[config.mk]
export PLATFORM = sky130hd
export DESIGN_NAME = irr_arbiter_sel
export DESIGN_NICKNAME = d
export VERILOG_FILES = /design/src/rtl/irr_arbiter_pkg.sv /design/src/rtl/irr_arbiter_prio.sv /design/src/rtl/irr_arbiter_sel.sv
export SDC_FILE = /design/constraint.sdc
export NUM_CORES = 1
export LEC_CHECK = 0
export ABC_AREA = 1
export BUFFER_PORTS_ARGS = -buffer_cell sky130_fd_sc_hd__clkbuf_2
export CORE_MARGIN = 2
export CORE_UTILIZATION = 50
export CTS_CLUSTER_DIAMETER = 40
export DETAILED_ROUTE_END_ITERATION = 10
export MAX_ROUTING_LAYER = met4
export PLACE_DENSITY = 0.79
export SLEW_MARGIN = 20
export SYNTH_ARGS = -nofsm -noshare
export SYNTH_HDL_FRONTEND = slang
export SYNTH_SLANG_ARGS = --single-unit
[constraint.sdc]
create_clock -name clk_i -period 3.15 [get_ports clk_i]
set_input_delay 0.63 -clock clk_i [delete_from_list [all_inputs] [get_ports clk_i]]
set_output_delay 0.63 -clock clk_i [all_outputs]
set_load 0.05 [all_outputs]
[src/rtl/irr_arbiter_pkg.sv]
// ============================================================================
// Module  : irr_arbiter_pkg
// Purpose : Shared state encoding and index helper for the packet arbiter.
// Revision: 1.0 - initial release
// ============================================================================
`default_nettype none

package irr_arbiter_pkg;

    typedef enum logic [0:0] {
        IDLE = 1'b0,
        BUSY = 1'b1
    } state_t;

    // Wrap-around increment against an arbitrary (non power-of-two) modulus.
    function automatic int unsigned next_idx(input int unsigned idx, input int unsigned amount);
        return (idx == amount - 1) ? 0 : idx + 1;
    endfunction

endpackage

`default_nettype wire

[src/rtl/irr_arbiter_prio.sv]
// ============================================================================
// Module  : irr_arbiter_prio
// Purpose : Combinational rotating priority encoder (search starts at ptr).
// Revision: 1.0 - initial release
// ============================================================================
`default_nettype none

module irr_arbiter_prio #(
    parameter int AMOUNT_IN = 10,
    parameter int SEL_W     = $clog2(AMOUNT_IN)
) (
    input  logic [AMOUNT_IN-1:0] req,
    input  logic [SEL_W-1:0]     ptr,
    output logic [SEL_W-1:0]     winner,
    output logic                 any_req
);

    logic [2*AMOUNT_IN-1:0] dbl;
    logic [AMOUNT_IN-1:0]   rot;
    logic [SEL_W-1:0]       off;
    logic [SEL_W:0]         sum;

    // Rotating the doubled vector right by ptr puts index ptr at bit 0.
    assign dbl = {req, req};
    assign rot = AMOUNT_IN'(dbl >> ptr);

    always_comb begin
        off = '0;
        for (int i = AMOUNT_IN - 1; i >= 0; i--) begin
            if (rot[i]) begin
                off = SEL_W'(i);
            end
        end
    end

    assign sum     = {1'b0, ptr} + {1'b0, off};
    assign winner  = (sum >= (SEL_W + 1)'(AMOUNT_IN)) ? SEL_W'(sum - (SEL_W + 1)'(AMOUNT_IN))
                                                      : sum[SEL_W-1:0];
    assign any_req = |req;

endmodule

`default_nettype wire

[src/rtl/irr_arbiter_sel.sv]
// ============================================================================
// Module  : irr_arbiter_sel
// Purpose : Packet-level round-robin arbiter driving mux select and one-hot grant.
// Revision: 1.0 - initial release
// ============================================================================
`default_nettype none

module irr_arbiter_sel
    import irr_arbiter_pkg::*;
#(
    parameter int AMOUNT_IN = 10,
    parameter int SEL_W     = $clog2(AMOUNT_IN)
) (
    input  logic                 clk_i,
    input  logic                 rstn_i,
    input  logic [AMOUNT_IN-1:0] req_i,
    input  logic                 out_tvalid_i,
    input  logic                 out_tready_i,
    input  logic                 out_tlast_i,
    output logic [SEL_W-1:0]     sel_o,
    output logic [AMOUNT_IN-1:0] grant_o,
    output logic                 busy_o
);

    state_t               state;
    state_t               state_nxt;
    logic [SEL_W-1:0]     ptr;
    logic [SEL_W-1:0]     ptr_nxt;
    logic [SEL_W-1:0]     sel_nxt;
    logic [AMOUNT_IN-1:0] grant_nxt;
    logic                 busy_nxt;
    logic [SEL_W-1:0]     winner;
    logic                 any_req;
    logic                 pkt_done;

    irr_arbiter_prio #(
        .AMOUNT_IN (AMOUNT_IN),
        .SEL_W     (SEL_W)
    ) u_prio (
        .req     (req_i),
        .ptr     (ptr),
        .winner  (winner),
        .any_req (any_req)
    );

    assign pkt_done = out_tvalid_i & out_tready_i & out_tlast_i;

    always_ff @(posedge clk_i or negedge rstn_i) begin
        if (!rstn_i) begin
            state   <= IDLE;
            ptr     <= '0;
            sel_o   <= '0;
            grant_o <= '0;
            busy_o  <= 1'b0;
        end else begin
            state   <= state_nxt;
            ptr     <= ptr_nxt;
            sel_o   <= sel_nxt;
            grant_o <= grant_nxt;
            busy_o  <= busy_nxt;
        end
    end

    always_comb begin
        state_nxt = state;
        case (state)
            IDLE:    if (any_req)  state_nxt = BUSY;
            BUSY:    if (pkt_done) state_nxt = IDLE;
            default: state_nxt = IDLE;
        endcase
    end

    // Grant stays frozen while BUSY; requests are only looked at in IDLE.
    always_comb begin
        ptr_nxt   = ptr;
        sel_nxt   = sel_o;
        grant_nxt = grant_o;
        busy_nxt  = busy_o;
        case (state)
            IDLE: begin
                if (any_req) begin
                    sel_nxt   = winner;
                    grant_nxt = AMOUNT_IN'(1) << winner;
                    busy_nxt  = 1'b1;
                end
            end
            BUSY: begin
                if (pkt_done) begin
                    ptr_nxt   = SEL_W'(next_idx(32'(sel_o), AMOUNT_IN));
                    grant_nxt = '0;
                    busy_nxt  = 1'b0;
                end
            end
            default: begin
                grant_nxt = '0;
                busy_nxt  = 1'b0;
            end
        endcase
    end

endmodule

`default_nettype wire

==> After elaboration in Yosys (flattened, before gate mapping) <==
Index checks and enable logic that the tools add are counted.
{ "classes": {"shifts": 2, "addsub": 3, "n_reduce_logical": 4, "n_lt_le_gt_ge": 1, "bitwise_logic": 3, "eq_ne": 3, "muxes": 21} }
{ "op_table": {"columns": ["op", "count"], "rows": [
  ["$mux 4", 12],
  ["$mux 10", 2],
  ["$pmux 10 s2", 1],
  ["$shr 20x4->10", 1],
  ["$reduce_or 10->1", 1],
  ["$shl 1x4->10 const A", 1],
  ["$reduce_and 2->1", 3],
  ["$add 4x4->5", 1],
  ["$ge 5x4->1 const B", 1],
  ["$add 4x1->4 const B", 1],
  ["$eq 4x4->1 const B", 1],
  ["$mux 1", 4],
  ["$pmux 1 s2", 2],
  ["$sub 4x4->4 const B", 1],
  ["$and 1x1->1", 2],
  ["$ne 2x1->1 const B", 1],
  ["$ne 2x2->1 const B", 1],
  ["$not 1->1", 1]
]} }
{ "totals": {"regBits": 20, "input_bits": 15, "elab_cells": 42, "output_inout_bits": 15} }

==> Depth between registers and ports, before layout <==
Gate-level depths: netlist (run 1).
{ "depth": {"depth_word": 17, "depth_mapped": 31} }

==> Modules after synthesis <==
Synthesis (run 1) repeated with hierarchy kept, for this count alone.
{ "hier_totals": {"hier_cells": 276, "hier_area_um2": 1789.2} }
{ "by_module_without_submodules": {"columns": ["mod", "cells_per_inst", "n_inst", "area_each_um2"], "rows": [
  ["irr_arbiter_sel", 100, 1, 925.9],
  ["irr_arbiter_prio", 176, 1, 863.3]
]} }

==> Least setup slack after synthesis (run 1) <==
OpenSTA, ideal clock, no wires.
{ "synth_path": {"path_kind": "input port to flip-flop", "start": "input req_i[7]", "end": "register grant_o[4]", "t_arrival_ns": 3.381, "setup_time_ns": 0.066, "setup_slack_ns": -0.297, "path_stages": 25, "required_ns": 3.084, "path_cell_list": "inv_1 -> nand2_1 -> o21ai_0 -> nand2_1 -> and2_1 -> nand2_1 -> o21ai_0 -> o21ai_1 -> nand2_1 -> nand2_1 -> nand2_1 -> a21oi_1 -> ha_1 -> fa_1 -> inv_1 -> ha_1 -> inv_1 -> o21ai_2 -> nand2_2 -> nand2_2 -> xor2_2 -> inv_2 -> nor2_2 -> nand3_1 -> nand2_1"} }
{ "synth_via": {"elab_chain_cells": 17, "word_cells_on_any_way": 21} }
{ "synth_rtl": {"columns": ["item", "line", "rtl"], "rows": [
  ["from (decl)", "irr_arbiter_sel.sv:16", "input logic [AMOUNT_IN-1:0] req_i,"],
  ["$shr 20x4->10", "irr_arbiter_prio.sv:25", "assign rot = AMOUNT_IN'(dbl >> ptr);"],
  ["$mux 4 (10 in series)", "irr_arbiter_prio.sv:30", "if (rot[i]) begin"],
  ["$add 4x4->5", "irr_arbiter_prio.sv:36", "assign sum = {1'b0, ptr} + {1'b0, off};"],
  ["$sub 4x4->4 / $ge 5x4->1 (equally long branches)", "irr_arbiter_prio.sv:37", "assign winner = (sum >= (SEL_W + 1)'(AMOUNT_IN)) ? SEL_W'(sum - (SEL_W + 1)'(AMOUNT_IN))"],
  ["$mux 4", "irr_arbiter_prio.sv:37", null],
  ["$shl 1x4->10", "irr_arbiter_sel.sv:83", "grant_nxt = AMOUNT_IN'(1) << winner;"],
  ["$mux 10", "irr_arbiter_sel.sv:81", "if (any_req) begin"],
  ["$pmux 10 s2", "irr_arbiter_sel.sv:79", "case (state)"],
  ["to (signal assigned)", "irr_arbiter_sel.sv:59", "grant_o <= grant_nxt;"],
  ["to (decl)", "irr_arbiter_sel.sv:21", "output logic [AMOUNT_IN-1:0] grant_o,"]
]} }
Several ways; a longest one is shown, not always the timed one. The select of a mux whose other input is x is not followed.
A chain may end at the register's enable or synchronous reset.

==> Worst setup path in the final report (run 1) <==
{ "layout_path": {"start": "register ptr[0]", "end": "register grant_o[4]"} }
{ "layout_via": {"elab_chain_cells": 17, "word_cells_on_any_way": 18} }
{ "layout_rtl": {"columns": ["item", "line", "rtl"], "rows": [
  ["from (decl)", "irr_arbiter_sel.sv:27", "logic [SEL_W-1:0] ptr;"],
  ["from (signal assigned)", "irr_arbiter_sel.sv:57", "ptr <= ptr_nxt;"],
  ["$shr 20x4->10", "irr_arbiter_prio.sv:25", null],
  ["$mux 4 (10 in series)", "irr_arbiter_prio.sv:30", null],
  ["$add 4x4->5 *", "irr_arbiter_prio.sv:36", null],
  ["$sub 4x4->4 / $ge 5x4->1 (equally long branches)", "irr_arbiter_prio.sv:37", null],
  ["$mux 4 *", "irr_arbiter_prio.sv:37", null],
  ["$shl 1x4->10 *", "irr_arbiter_sel.sv:83", null],
  ["$mux 10 *", "irr_arbiter_sel.sv:81", null],
  ["$pmux 10 s2 *", "irr_arbiter_sel.sv:79", null]
]} }
Mark *: on every way between the ends. The rest lies on a longest branch, timed or not. The select of a mux whose other input is x is not followed.

==> results of run 1 <==
metrics by stage:
stage,utilization,setup TNS (ps)
floorplan,-,-2410
global placement,0.660,-7040
detailed placement,0.660,-7920
CTS,0.747,-3210
global route,0.760,-7650
finish,0.760,-4800
kinds of logic (layout without fill, tap and decap cells):
group,after synthesis,in the layout,share of synthesized area
and+or+nand+nor,175,175,0.435
adders and majority gates,6,6,0.0490
buffers and inverters,37,112,0.0861
xor gates and xnor gates,4,4,0.0341
AOI/OAI and AO/OA,32,32,0.0987
DFF,20,20,0.297
synth_stat cells, types with 2 or more instances:
cell	n	share of area
inv_1	27	0.060
nand2_1	113	0.25
nor2_2	2	0.0074
dfrtp_1	20	0.30
nand3_1	36	0.11
a21oi_1	4	0.012
nor2_1	14	0.031
ha_1	5	0.037
buf_2	2	0.0059
xor2_2	3	0.029
o21ai_1	10	0.030
inv_2	2	0.0045
clkbuf_1	4	0.0089
nand2_2	2	0.0074
nand4_1	3	0.011
o21ai_0	16	0.047
layout make-up:
type,count,area (um2)
Sequential cell,20,502
Multi-Input combinational cell,217,1220
Tap cell,46,57.6
Clock buffer,3,22.5
Timing Repair inverter,1,7.51
Inverter,30,125
Timing Repair Buffer,77,529
Fill cell,248,788
Clock inverter,1,30.0
state kept, by name, indices dropped and copies added, names as in the netlist:
register / count
grant_o: 10
busy_o: 1
state: 1
sel_o: 4
ptr: 4
critical path, delay by kind of cell, from the launching register on:
family / cells / cell delay, ps
buffers and inverters: 5 / 400
xor gates and xnor gates: 2 / 380
and+or+nand+nor: 18 / 1360
DFF: 1 / 500
AOI/OAI and AO/OA: 2 / 200
adders and majority gates: 3 / 710
final timing paths:
check                                        from                     end  slack [ps]  cells past startpoint
setup / recovery               ptr[0]$_DFFE_PN0P_  grant_o[4]$_DFFE_PN0P_        -440                     30
hold / removal                             rstn_i  grant_o[7]$_DFFE_PN0P_         240                      1
setup reg to reg               ptr[0]$_DFFE_PN0P_  grant_o[4]$_DFFE_PN0P_        -440                     30
hold reg to reg            grant_o[7]$_DFFE_PN0P_  grant_o[7]$_DFFE_PN0P_         490                      2
max in group asynchronous                  rstn_i      ptr[0]$_DFFE_PN0P_        2540                      1
min in group clk_i         grant_o[7]$_DFFE_PN0P_  grant_o[7]$_DFFE_PN0P_         490                      2
layer usage:
layer | vias to the layer above | wire length [um] | global-route usage
li1 | 1031 | - | -
met1 | 922 | 2060 | 0.353
met2 | 48 | 2300 | 0.464
met3 | 5 | 199 | 0.0207
met4 | 0 | 55 | 0.0760
met5 | - | 0 | -
timing repair:
| item | CTS | global route |
|---|---|---|
| gates resized for setup | 38 | 9 |
| gates cloned | 1 | 0 |
| endpoints found under the setup margin | 13 | 13 |
| pin swaps | 29 | 2 |
| hold endpoints to repair | 0 | 0 |
| setup buffers | 12 | 2 |
==> metrics.md, run 1 <==
| Metric | Value |
|---|---|
| Most frequent cells in the layout | nand2_1, buf_4, clkbuf_2 |
| Htree depth | 1 |
| Synth Flop Type | dfrtp_1 |
| Initial Util | 0.514 |
| Fin. Hold Viols | 0 |
| Root buf cell | clkbuf_4 |
| Fin worst setup slack | -436 ps |
| First-pass GRT wire length | 7630 um |
| Normalized max-slew margin | 0.679 |
| Initial antenna violation count | 0 |
| Die Wd | 62.1 um |
| CP endpoint kind | flip-flop |
| Final std cells w/o fill | 395 |
| TritonCTS buffer count | 3 |
| Cell area after synthesis | 1690 um2 |
| Most frequent CP cell | nand2_1 |
| Unrepaired setup endpoints after global routing | yes |
| Synth cell types | 27 |
| Clk_lat worst skew | 320 ps |
| Tcrit/Tclk final | 1.14 |
| Number of synthesized flops with an enable pin | 0 |
| DR iter-0 viols | 145 |
| Async S/R FF share, synth | 1.00 |
| Max Slew Vio Count | 0 |
| # IOs | 30 |
| Min Tclk post-route | 3590 ps |
| Max FO, Critical Path | 8 |
| Synth-to-layout area growth | 48.0% |
| Least-Margin Pin Slew | 482 ps |
| Worst min path class | in -> async |
| Average size of a mapped cell | 6.16 um2 |
| Clock Pin Slew Worst Setup and Hold Paths | 120 ps |
| Total Wirelength | 4610 um |
| Port bufs | 29 |
| DP HPWL | 3210 um |
| Startpoint Class | flip-flop |
| CP required | 3410 ps |
| FF+latch count, synth | 20 |
| Antenna cells | 0 |
| Share of cells above drive strength 1 | 0.381 |
| CP max stage cell | dfrtp_2 |
| Gr ovfl total | 0 |
| Total GRT Usage | 0.274 |
| First-pass detailed-route iteration total | 4 |
| Residual DRC count | 0 |
| Chip Height | 62.1 um |
| Clock skew | 9.44 ps |
| Dpl cells | 376 |
| Status | finished, violations left |
| Cells after Synth | 274 |
| Yosys warnings | 0 |
| Final design area excluding fillers | 2500 um2 |
| CTS Sinks | 20 |
| Register area share after synthesis | 0.297 |
| Maximum number of pins on one net before global-route repair | 21 |
| WHS | 244 ps |
| Data arrival, critical path | 3850 ps |
| Cell area after placement | 2170 um2 |
| Delay of the slowest critical-path stage | 500 ps |
| Row cnt | 21 |
| Failing checks | negative setup slack |
| Commonest non-fill, non-tap cell in the layout | nand2_1 |
| Maxcap violations | 0 |
| ANT nets after route | 0 |
| CTS max path bufs | 2 |
| Max Fclk | 279 MHz |
| Final setup fails | 13 |
| Total number of vias | 2006 |
| Post-placement worst setup slack | -686 ps |
| Drt via density | 5.08 |
| GPL Wtd Cong | 0.842 |
| Post-synthesis net count | 295 |
| Die Area | 3850 um2 |
| Core Footprint | 3280 um2 |
| CTS tree | done |
| Post-CTS Hold Buffers | 0 |
| DR WL/cell | 11.7 um |
| Vias in the first global route | 1785 |
| Critical path class | reg -> reg |
| # nets final | 371 |
Power of run 1 is left out: the tool's default activity adds up to more than one toggle a clock period on the data nets, which glitch-free logic cannot reach.
==> inputs of run 2 (changes only) <==
--- a/config.mk
+++ b/config.mk
@@ -7,7 +7,7 @@
 export LEC_CHECK = 0
 export ABC_AREA = 1
 export BUFFER_PORTS_ARGS = -buffer_cell sky130_fd_sc_hd__clkbuf_2
-export CORE_MARGIN = 2
+export CORE_MARGIN = 1.5
 export CORE_UTILIZATION = 50
 export CTS_CLUSTER_DIAMETER = 40
 export DETAILED_ROUTE_END_ITERATION = 10
==> run 2 against run 1 <==
Non-clock buffer count is 6 higher. Critical path depth is 2 lower. Clock-buffer cell count stayed put. Critical endpoint is now grant_o[5]$_DFFE_PN0P_. Critical path type unchanged. Setup slack worse by 240 ps. The run still ends with negative setup slack left. Cell count is 1.0% higher. Via count is 11% higher. Worst hold slack better by 0.82 ps.
==> metrics.md, run 2 (same netlist as run 1, synthesis figures left out) <==
| Metric | Value |
|---|---|
| Max Slew Vio Count | 0 |
| Dpl cells | 377 |
| Status | finished, violations left |
| Normalized max-slew margin | 0.684 |
| Final setup fails | 13 |
| Residual DRC count | 0 |
| Clk_lat worst skew | 310 ps |
| CTS max path bufs | 2 |
| CP required | 3410 ps |
| Clock skew | 4.43 ps |
| Clock Pin Slew Worst Setup and Hold Paths | 120 ps |
| Maxcap violations | 0 |
| Final std cells w/o fill | 399 |
| TritonCTS buffer count | 3 |
| Final Core Density | 0.839 |
| Startpoint Class | flip-flop |
| First-pass GRT wire length | 8370 um |
| CP max stage cell | dfrtp_2 |
| CTS tree | done |
| Maximum number of pins on one net before global-route repair | 21 |
| Max Fclk | 262 MHz |
| Delay of the slowest critical-path stage | 480 ps |
| Critical path class | reg -> reg |
| Vias in the first global route | 1959 |
| Tcrit/Tclk final | 1.21 |
| First-pass detailed-route iteration total | 7 |
| Die Area | 3730 um2 |
| Least-Margin Pin Slew | 473 ps |
| Most frequent CP cell | nand2_1 |
| Initial Util | 0.539 |
| WHS | 245 ps |
| Antenna cells | 0 |
| Core Footprint | 3130 um2 |
| Total number of vias | 2225 |
| DP HPWL | 3440 um |
| Port bufs | 29 |
| CTS Sinks | 20 |
| Share of cells above drive strength 1 | 0.439 |
| Min Tclk post-route | 3820 ps |
| Die Wd | 61.1 um |
| Unrepaired setup endpoints after global routing | yes |
| Total GRT Usage | 0.306 |
| ANT nets after route | 0 |
| Htree depth | 1 |
| # IOs | 30 |
| Row cnt | 20 |
| Most frequent cells in the layout | nand2_1, buf_4, clkbuf_2 |
| Fin worst setup slack | -671 ps |
| Worst min path class | in -> async |
| Synth-to-layout area growth | 55.6% |
| Cell area after placement | 2180 um2 |
| Number of flip-flops in the largest register | 10 |
| Final design area excluding fillers | 2620 um2 |
| Failing checks | negative setup slack |
| DR WL/cell | 14.6 um |
| Initial antenna violation count | 0 |
| Root buf cell | clkbuf_4 |
| Total Wirelength | 5840 um |
| Commonest non-fill, non-tap cell in the layout | nand2_1 |
| Drt via density | 5.58 |
| Largest Register | grant_o |
| Max FO, Critical Path | 5 |
| # nets final | 377 |
| Gr ovfl total | 0 |
| DR iter-0 viols | 158 |
| Fin. Hold Viols | 0 |
| Chip Height | 61.1 um |
| GPL Wtd Cong | 0.994 |
| Data arrival, critical path | 4080 ps |
| Biggest regs | grant_o (10), ptr (4), sel_o (4) |
| CP endpoint kind | flip-flop |
==> run 2: cell types whose count changed in the layout (fill, tap and decap cells not counted), moves of 2 or more <==
cell     before  now
nand3_1      28   26
o21ai_2       3    9
buf_6         1    4
nand2_2       9   15
nand3_2       9   11
o21ai_1      12    6
o21ai_0      11    9
nor2_4        1    3
nor2_2        4    2
buf_4        45   50
o21ai_4       1    3
nand2_1     102   96
==> run 2: metrics by stage <==
stage	TNS (ps)	worst slack (ps)
after detailed placement	-8240	-693
after floorplan	-2410	-266
after CTS	-3730	-326
after global routing	-10460	-848
final	-8060	-671
after global placement	-7410	-620
==> run 2: timing repair <==
action	in CTS	in global routing
endpoints found under the hold margin	0	0
hold buffers	0	0
pin swaps	23	12
endpoints found under the setup margin	13	13
buffers inserted	12	5
cloned	1	0
resized for setup	38	35
==> run 2: final timing paths <==
| check | startpoint | end | slack (ps) | depth (start not counted) |
|---|---|---|---|---|
| worst min-delay path | rstn_i | grant_o[7]$_DFFE_PN0P_ | 240 | 1 |
| worst min register to register | busy_o$_DFFE_PN0P_ | busy_o$_DFFE_PN0P_ | 500 | 2 |
| worst max-delay path | ptr[0]$_DFFE_PN0P_ | grant_o[5]$_DFFE_PN0P_ | -670 | 28 |
| max in group asynchronous | rstn_i | ptr[0]$_DFFE_PN0P_ | 2550 | 1 |
| min in group clk_i | busy_o$_DFFE_PN0P_ | busy_o$_DFFE_PN0P_ | 500 | 2 |
| worst max register to register | ptr[0]$_DFFE_PN0P_ | grant_o[5]$_DFFE_PN0P_ | -670 | 28 |
==> run 2: area by class of cell <==
class,count,area (um2)
sequential,20,502
timing repair inverter,1,7.51
multi-input combinational,217,1310
timing repair buffer,83,566
fill,176,504
clock buffer,3,22.5
tap,44,55.1
clock inverter,1,30.0
inverter,30,128
==> run 2: critical path, delay by kind of cell (launching register included) <==
kind	cells	cell delay, ps
compound gates	2	130
xor+xnor	2	420
fa+ha+maj	2	640
buf+inv	4	460
flops	1	480
simple gates	18	1630
==> run 2: layer usage <==
metal  global-route usage  routed length [um]  up-vias
met4                0.102                 329        0
met5                    -                   0        -
met2                0.505                2800      134
li1                     -                   -     1042
met1                0.389                2240     1007
met3               0.0399                 464       42
Power of run 2 is left out for the same reason.
